## config.mk

```make
export PLATFORM = sky130hd
export DESIGN_NAME = decode
export DESIGN_NICKNAME = d
export VERILOG_FILES = /design/src/rtl/custom_pkg.sv /design/src/rtl/riscv_pkg.sv /design/src/rtl/regfile.sv /design/src/rtl/decode.sv
export SDC_FILE = /design/constraint.sdc
export NUM_CORES = 1
export LEC_CHECK = 0
export CAP_MARGIN = 20
export CORE_MARGIN = 2
export CORE_UTILIZATION = 58
export DETAILED_ROUTE_END_ITERATION = 16
export PLACE_DENSITY = 0.87
export SLEW_MARGIN = 30
export SYNTH_ARGS = -nofsm -noshare
export SYNTH_HDL_FRONTEND = slang
export SYNTH_SLANG_ARGS = --single-unit
```

## constraint.sdc

```tcl
create_clock -name clk_i -period 3.9 [get_ports clk_i]
set_clock_uncertainty 0.1 [all_clocks]
set_input_delay 1.17 -clock clk_i [delete_from_list [all_inputs] [get_ports clk_i]]
set_output_delay 1.17 -clock clk_i [all_outputs]
set_load 0.02 [all_outputs]
```

## src/rtl/custom_pkg.sv

```systemverilog
// Pipeline hazard-unit control bundle shared by the stage modules.
package custom_pkg;

    typedef struct packed {
        logic stall_if;
        logic stall_id;
        logic flush_id;
        logic flush_ex;
    } hazard_t;

endpackage

```

## src/rtl/riscv_pkg.sv

```systemverilog
// RV32I encoding constants and the decode-to-execute control bundle.
package riscv_pkg;

    typedef logic [31:0] instr_t;

    localparam logic [6:0] OpcLui    = 7'b0110111;
    localparam logic [6:0] OpcAuipc  = 7'b0010111;
    localparam logic [6:0] OpcJal    = 7'b1101111;
    localparam logic [6:0] OpcJalr   = 7'b1100111;
    localparam logic [6:0] OpcBranch = 7'b1100011;
    localparam logic [6:0] OpcLoad   = 7'b0000011;
    localparam logic [6:0] OpcStore  = 7'b0100011;
    localparam logic [6:0] OpcOpImm  = 7'b0010011;
    localparam logic [6:0] OpcOp     = 7'b0110011;

    localparam logic [2:0] F3AddSub = 3'b000;
    localparam logic [2:0] F3Sll    = 3'b001;
    localparam logic [2:0] F3Slt    = 3'b010;
    localparam logic [2:0] F3Sltu   = 3'b011;
    localparam logic [2:0] F3Xor    = 3'b100;
    localparam logic [2:0] F3SrlSra = 3'b101;
    localparam logic [2:0] F3Or     = 3'b110;
    localparam logic [2:0] F3And    = 3'b111;

    localparam logic [6:0] F7Base = 7'b0000000;
    localparam logic [6:0] F7Alt  = 7'b0100000;

    typedef enum logic [3:0] {
        AluAdd, AluSub, AluSll, AluSlt, AluSltu, AluXor, AluSrl, AluSra, AluOr, AluAnd
    } alu_op_e;

    typedef enum logic [1:0] {SrcARs1, SrcAPc, SrcAZero} alu_src_a_e;
    typedef enum logic [0:0] {SrcBRs2, SrcBImm} alu_src_b_e;
    typedef enum logic [1:0] {ResAlu, ResMem, ResPc4} result_src_e;

    typedef struct packed {
        logic        reg_write;
        logic        mem_read;
        logic        mem_write;
        logic        branch;
        logic        jump;
        alu_src_a_e  alu_src_a;
        alu_src_b_e  alu_src_b;
        alu_op_e     alu_op;
        result_src_e result_src;
        logic [2:0]  funct3;
    } ctrl_t;

    // alt selects SUB/SRA; callers decide when bit 30 is meaningful.
    function automatic alu_op_e alu_op_from_f3(logic [2:0] f3, logic alt);
        case (f3)
            F3AddSub: alu_op_from_f3 = alt ? AluSub : AluAdd;
            F3Sll:    alu_op_from_f3 = AluSll;
            F3Slt:    alu_op_from_f3 = AluSlt;
            F3Sltu:   alu_op_from_f3 = AluSltu;
            F3Xor:    alu_op_from_f3 = AluXor;
            F3SrlSra: alu_op_from_f3 = alt ? AluSra : AluSrl;
            F3Or:     alu_op_from_f3 = AluOr;
            default:  alu_op_from_f3 = AluAnd;
        endcase
    endfunction

endpackage

```

## src/rtl/regfile.sv

```systemverilog
// Integer register file: two combinational reads, one synchronous write, x0 hardwired to zero.
// DECODE_RF_BYPASS_EN makes reads write-through from the writeback port.
module regfile #(
    parameter int unsigned RegCount = 32
) (
    input  logic        clk_i,
    input  logic        we_i,
    input  logic [4:0]  waddr_i,
    input  logic [31:0] wdata_i,
    input  logic [4:0]  raddr1_i,
    input  logic [4:0]  raddr2_i,
    output logic [31:0] rdata1_o,
    output logic [31:0] rdata2_o
);

    logic [31:0] mem_q [RegCount];

    // Storage is deliberately not reset.
    always_ff @(posedge clk_i) begin
        if (we_i && (waddr_i != 5'd0)) begin
            mem_q[waddr_i] <= wdata_i;
        end
    end

`ifdef DECODE_RF_BYPASS_EN
    logic hit1, hit2;
    assign hit1 = we_i && (waddr_i != 5'd0) && (waddr_i == raddr1_i);
    assign hit2 = we_i && (waddr_i != 5'd0) && (waddr_i == raddr2_i);

    always_comb begin
        rdata1_o = (raddr1_i == 5'd0) ? 32'd0 : (hit1 ? wdata_i : mem_q[raddr1_i]);
        rdata2_o = (raddr2_i == 5'd0) ? 32'd0 : (hit2 ? wdata_i : mem_q[raddr2_i]);
    end
`else
    always_comb begin
        rdata1_o = (raddr1_i == 5'd0) ? 32'd0 : mem_q[raddr1_i];
        rdata2_o = (raddr2_i == 5'd0) ? 32'd0 : mem_q[raddr2_i];
    end
`endif

endmodule

```

## src/rtl/decode.sv

```systemverilog
// RV32I decode stage: control/immediate generation, register read and the ID/EX register.
// Register-file bypass is enabled by DECODE_RF_BYPASS_EN.
module decode
    import riscv_pkg::*;
    import custom_pkg::*;
#(
    parameter int unsigned RegCount = 32
) (
    input  logic        clk_i,
    input  logic        rstn_i,
    input  hazard_t     hazard_i,
    input  instr_t      instr_i,
    input  logic [31:0] pc_i,
    input  logic [31:0] pc_plus4_i,
    input  logic        wb_we_i,
    input  logic [4:0]  wb_rd_i,
    input  logic [31:0] wb_data_i,
    output logic [4:0]  rs1_id_o,
    output logic [4:0]  rs2_id_o,
    output ctrl_t       ctrl_o,
    output logic [31:0] rs1_data_o,
    output logic [31:0] rs2_data_o,
    output logic [31:0] imm_o,
    output logic [31:0] pc_o,
    output logic [31:0] pc_plus4_o,
    output logic [4:0]  rs1_o,
    output logic [4:0]  rs2_o,
    output logic [4:0]  rd_o,
    output logic        illegal_o
);

    logic [6:0]  opcode, funct7;
    logic [2:0]  funct3;
    logic [31:0] imm_i, imm_s, imm_b, imm_u, imm_j;
    logic [31:0] rdata1, rdata2;
    ctrl_t       ctrl_d;
    logic [31:0] imm_d;
    logic        illegal_d;
    logic        unused_hazard;

    assign opcode   = instr_i[6:0];
    assign funct3   = instr_i[14:12];
    assign funct7   = instr_i[31:25];
    assign rs1_id_o = instr_i[19:15];
    assign rs2_id_o = instr_i[24:20];

    assign unused_hazard = ^{hazard_i.stall_if, hazard_i.stall_id, hazard_i.flush_id};

    assign imm_i = {{20{instr_i[31]}}, instr_i[31:20]};
    assign imm_s = {{20{instr_i[31]}}, instr_i[31:25], instr_i[11:7]};
    assign imm_b = {{19{instr_i[31]}}, instr_i[31], instr_i[7], instr_i[30:25],
                    instr_i[11:8], 1'b0};
    assign imm_u = {instr_i[31:12], 12'b0};
    assign imm_j = {{11{instr_i[31]}}, instr_i[31], instr_i[19:12], instr_i[30:21], 1'b0};

    regfile #(
        .RegCount (RegCount)
    ) u_regfile (
        .clk_i    (clk_i),
        .we_i     (wb_we_i),
        .waddr_i  (wb_rd_i),
        .wdata_i  (wb_data_i),
        .raddr1_i (rs1_id_o),
        .raddr2_i (rs2_id_o),
        .rdata1_o (rdata1),
        .rdata2_o (rdata2)
    );

    always_comb begin
        ctrl_d    = '0;
        imm_d     = 32'd0;
        illegal_d = 1'b0;
        case (opcode)
            OpcLui: begin
                ctrl_d.reg_write = 1'b1;
                ctrl_d.alu_src_a = SrcAZero;
                ctrl_d.alu_src_b = SrcBImm;
                imm_d            = imm_u;
            end
            OpcAuipc: begin
                ctrl_d.reg_write = 1'b1;
                ctrl_d.alu_src_a = SrcAPc;
                ctrl_d.alu_src_b = SrcBImm;
                imm_d            = imm_u;
            end
            OpcJal: begin
                ctrl_d.reg_write  = 1'b1;
                ctrl_d.jump       = 1'b1;
                ctrl_d.alu_src_a  = SrcAPc;
                ctrl_d.alu_src_b  = SrcBImm;
                ctrl_d.result_src = ResPc4;
                imm_d             = imm_j;
            end
            OpcJalr: begin
                ctrl_d.reg_write  = 1'b1;
                ctrl_d.jump       = 1'b1;
                ctrl_d.alu_src_b  = SrcBImm;
                ctrl_d.result_src = ResPc4;
                ctrl_d.funct3     = funct3;
                imm_d             = imm_i;
                illegal_d         = (funct3 != 3'b000);
            end
            OpcBranch: begin
                ctrl_d.branch = 1'b1;
                ctrl_d.alu_op = AluSub;
                ctrl_d.funct3 = funct3;
                imm_d         = imm_b;
                illegal_d     = (funct3 == 3'b010) || (funct3 == 3'b011);
            end
            OpcLoad: begin
                ctrl_d.reg_write  = 1'b1;
                ctrl_d.mem_read   = 1'b1;
                ctrl_d.alu_src_b  = SrcBImm;
                ctrl_d.result_src = ResMem;
                ctrl_d.funct3     = funct3;
                imm_d             = imm_i;
                illegal_d         = (funct3 == 3'b011) || (funct3 == 3'b110) ||
                                    (funct3 == 3'b111);
            end
            OpcStore: begin
                ctrl_d.mem_write = 1'b1;
                ctrl_d.alu_src_b = SrcBImm;
                ctrl_d.funct3    = funct3;
                imm_d            = imm_s;
                illegal_d        = (funct3 > 3'b010);
            end
            OpcOpImm: begin
                // Only shifts carry a funct7; ADDI with bit 30 set is still ADDI.
                ctrl_d.reg_write = 1'b1;
                ctrl_d.alu_src_b = SrcBImm;
                ctrl_d.alu_op    = alu_op_from_f3(funct3, (funct3 == F3SrlSra) && funct7[5]);
                ctrl_d.funct3    = funct3;
                imm_d            = imm_i;
                if (funct3 == F3Sll) begin
                    illegal_d = (funct7 != F7Base);
                end else if (funct3 == F3SrlSra) begin
                    illegal_d = (funct7 != F7Base) && (funct7 != F7Alt);
                end
            end
            OpcOp: begin
                ctrl_d.reg_write = 1'b1;
                ctrl_d.alu_op    = alu_op_from_f3(funct3, funct7[5]);
                ctrl_d.funct3    = funct3;
                if (funct7 == F7Alt) begin
                    illegal_d = (funct3 != F3AddSub) && (funct3 != F3SrlSra);
                end else begin
                    illegal_d = (funct7 != F7Base);
                end
            end
            default: illegal_d = |instr_i;  // all-zero word is a fetch bubble
        endcase
        if (illegal_d) begin
            ctrl_d = '0;
        end
    end

    // Reset and flush both leave a clean bubble in ID/EX.
    always_ff @(posedge clk_i) begin
        if (!rstn_i || hazard_i.flush_ex) begin
            ctrl_o     <= '0;
            rs1_data_o <= 32'd0;
            rs2_data_o <= 32'd0;
            imm_o      <= 32'd0;
            pc_o       <= 32'd0;
            pc_plus4_o <= 32'd0;
            rs1_o      <= 5'd0;
            rs2_o      <= 5'd0;
            rd_o       <= 5'd0;
            illegal_o  <= 1'b0;
        end else begin
            ctrl_o     <= ctrl_d;
            rs1_data_o <= rdata1;
            rs2_data_o <= rdata2;
            imm_o      <= imm_d;
            pc_o       <= pc_i;
            pc_plus4_o <= pc_plus4_i;
            rs1_o      <= rs1_id_o;
            rs2_o      <= rs2_id_o;
            rd_o       <= instr_i[11:7];
            illegal_o  <= illegal_d;
        end
    end

endmodule

```

==> reports/metrics.cfg <==
[clock_tree]
cts_sinks = 1217
post_cts_resized = 0
clkLatencyLatePin_ns = 0.73
cts_setup_buffers = 0
cts_tree = yes
cts_hold_buf = 0
cts-root-buf = clkbuf_16
ctsLongestPathBuffers = 3
cts_inserted_buffers = 116
htreeDepth = 3
clkTransAtPathRegs_ns = 0.06

[yosys]
synth_async_sr_flop_share_pct = 0
synth_area_um2 = 52400
synth_edf_count = 1024
synthCells = 2771
yosys_warnings = 0
synthFlopType = edfxtp_1
synth_seq_area_share_pct = 66.1
yosysUniqueCellTypes = 51
yosys_register_bits = 1217
avgSynthCellArea_um2 = 18.9

[routing]
route.met2.wl_mm = 77.4
vias_per_cell = 7.47
drt_pre_antenna_iters = 6
wl_per_cell_um = 37.0
detail-route-antenna-nets = 0
m1WireLength_mm = 51.8
top_layer = met5
drt_iter0_drc = 5854
wl_met3_mm = 25.6
drc_errors = 0
wirelength_mm = 165
vias = 33400

[layout]
multiInputGateArea_um2 = 17000
final_common_cell = edfxtp_1
nets = 3324
drive_above_1_share_pct = 27.8
final_cells = 4470
final_cell_mix = edfxtp_1 (1024), mux4_2 (476), clkdlybuf4s50_1 (302), mux2i_1 (196), dfxtp_1 (193)
fillers = 5168
seq_area_um2 = 34600
syn2layout_area_growth_pct = 19.1

[timing]
fmax_ghz = 0.262
fin_crit_ns = 3.82
maxSlewHeadroom_pct = 38.6
finalHoldViolCount = 0
finalMaxSlewViolations = 0
period_share_pct = 97.9
finalSetupViolCount = 0
rsz0062_at_grt = no
tightestPinTransition_ns = 0.918
fin_setup_tns_ns = 0

[floorplanning]
core-area_um2 = 89700
die_x_um = 304
pin_count = 343
dieArea_um2 = 92700
fp.dieH_um = 304
rows = 110
initial_core_util_pct = 58.4

[run_status]
outcome = complete, no violations

[power_and_ir_drop]
power.density_nw_per_um2 = 460
vdd.ir_drop.worst_v = 0.000415
leakagePower_nw = 21.1

[critical_path]
r2r-start = u_regfile.mem_q[24][18]$_DFFE_PP_
end_kind = output pin
r2r_end = rs1_data_o[18]$_SDFF_PP0_
rrSetupSlack_ns = 1.85
cp_max_fo = 2
worst_ep_required_time_ns = 2.63
ff2ff_path_depth = 3
startpoint = instr_i[22]
cp_data_arrival_time_ns = 2.55
worstSetupPathType = in2out
crit_end = rs2_id_o[2]
cp-start-kind = input pin

[placement]
dp_cells = 4242
dp_hpwl_mm = 92.1
io_buffers = 339
gp_congestion = 0.907

[grt]
grt_pass1_vias = 34200
grt_overflow = 0
antenna_found_initial = 14
gr-usage-all-layers_pct = 35.6
grt_max_degree = 75
grt_pass1_wl_mm = 236

[flow_run]
maxCapViolCount = 0

[worst_hold_path]
hp-class = reg2reg

[sequential cells by signal, summed over array words and instances (netlist names)]
register / count
ctrl_o: 17
illegal_o: 1
imm_o: 32
pc_o: 32
pc_plus4_o: 32
rd_o: 5
rs1_data_o: 32
rs1_o: 5
rs2_data_o: 32
rs2_o: 5
u_regfile.mem_q: 1024
[routing by layer]
layer	global-route usage [%]	up-vias
met1	45.1	16700
met4	19.4	10
met5	0	-
li1	-	12400
met3	11.0	753
met2	55.5	3515
[cells by family (layout without fill, tap and decap cells)]
kind of cell | Yosys count | in the layout | share of synthesized area, %
xor+xnor | 1 | 1 | 0.0167
buf+inv | 229 | 714 | 2.12
compound gates | 320 | 320 | 4.26
flops | 1217 | 1217 | 66.1
simple gates | 328 | 328 | 3.23
other cells | 1 | 39 | 0.00716
mux | 675 | 675 | 24.3
[where the power goes]
group / internal (W) / switching, W / leakage [nW] / total, W
clock network: 0.00680 / 0.00500 / 2.02 / 0.0118
logic: 0.00109 / 0.00136 / 8.22 / 0.00245
registers: 0.0143 / 0.000134 / 10.8 / 0.0145
total: 0.0222 / 0.00649 / 21.1 / 0.0287
[synthesized netlist by cell type (16+ instances only)]
master / count / area, um2
and3_1: 32 / 200
nor2b_1: 16 / 100
buf_1: 16 / 60.1
a211oi_1: 32 / 240
and2_1: 89 / 557
mux4_2: 476 / 10700
o221ai_1: 30 / 263
o22ai_1: 63 / 394
nand2_1: 85 / 319
a21o_1: 42 / 315
nor2_1: 59 / 221
edfxtp_1: 1024 / 30700
a22oi_1: 72 / 541
clkbuf_1: 108 / 405
buf_4: 26 / 195
mux2i_1: 196 / 1960
buf_2: 67 / 335
dfxtp_1: 193 / 3860
a21oi_1: 51 / 255
[how the worst min path moves through the flow]
stage / startpoint / endpoint / slack [ns] / cells past startpoint
2_1_floorplan: u_regfile.mem_q[0][26]$_DFFE_PP_ / rs2_data_o[26]$_SDFF_PP0_ / 0.58 / 4
6_report: u_regfile.mem_q[2][18]$_DFFE_PP_ / rs2_data_o[18]$_SDFF_PP0_ / 0.75 / 4
4_1_cts: u_regfile.mem_q[2][18]$_DFFE_PP_ / rs2_data_o[18]$_SDFF_PP0_ / 0.75 / 4
3_5_place_dp: u_regfile.mem_q[2][15]$_DFFE_PP_ / rs2_data_o[15]$_SDFF_PP0_ / 0.72 / 5
5_1_grt: u_regfile.mem_q[28][16]$_DFFE_PP_ / rs2_data_o[16]$_SDFF_PP0_ / 0.78 / 4
3_3_place_gp: u_regfile.mem_q[2][15]$_DFFE_PP_ / rs2_data_o[15]$_SDFF_PP0_ / 0.70 / 5
[metrics by stage]
step | worst slack [ns] | total power, W | area (um2) | utilization (%) | hold slack, ns
floorplan | 0.388 | 0.0160 | 52500 | - | 0.582
detailed placement | 0.0426 | 0.0171 | 58500 | 65.1 | 0.721
global route | 0.0723 | 0.0293 | 62400 | 69.5 | 0.780
global placement | 0.0520 | 0.0170 | 58500 | 65.1 | 0.697
finish | 0.0808 | 0.0287 | 62400 | 69.5 | 0.752
CTS | 0.0709 | 0.0287 | 62500 | 69.6 | 0.746
[worst max-delay path, stage by stage]
cell             delay (ns)
clkdlybuf4s50_1        0.59
buf_12                 0.17
clkdlybuf4s50_1        0.61
[layout make-up]
type | instances | area share [%]
antenna | 7 | 0.0281
clock buffer | 167 | 5.58
clock inverter | 54 | 0.893
inverter | 3 | 0.0181
multi-input combinational | 1356 | 27.3
sequential | 1217 | 55.5
tap | 1176 | 2.36
timing repair buffer | 490 | 8.30
Power figures use the tool's default switching activity.
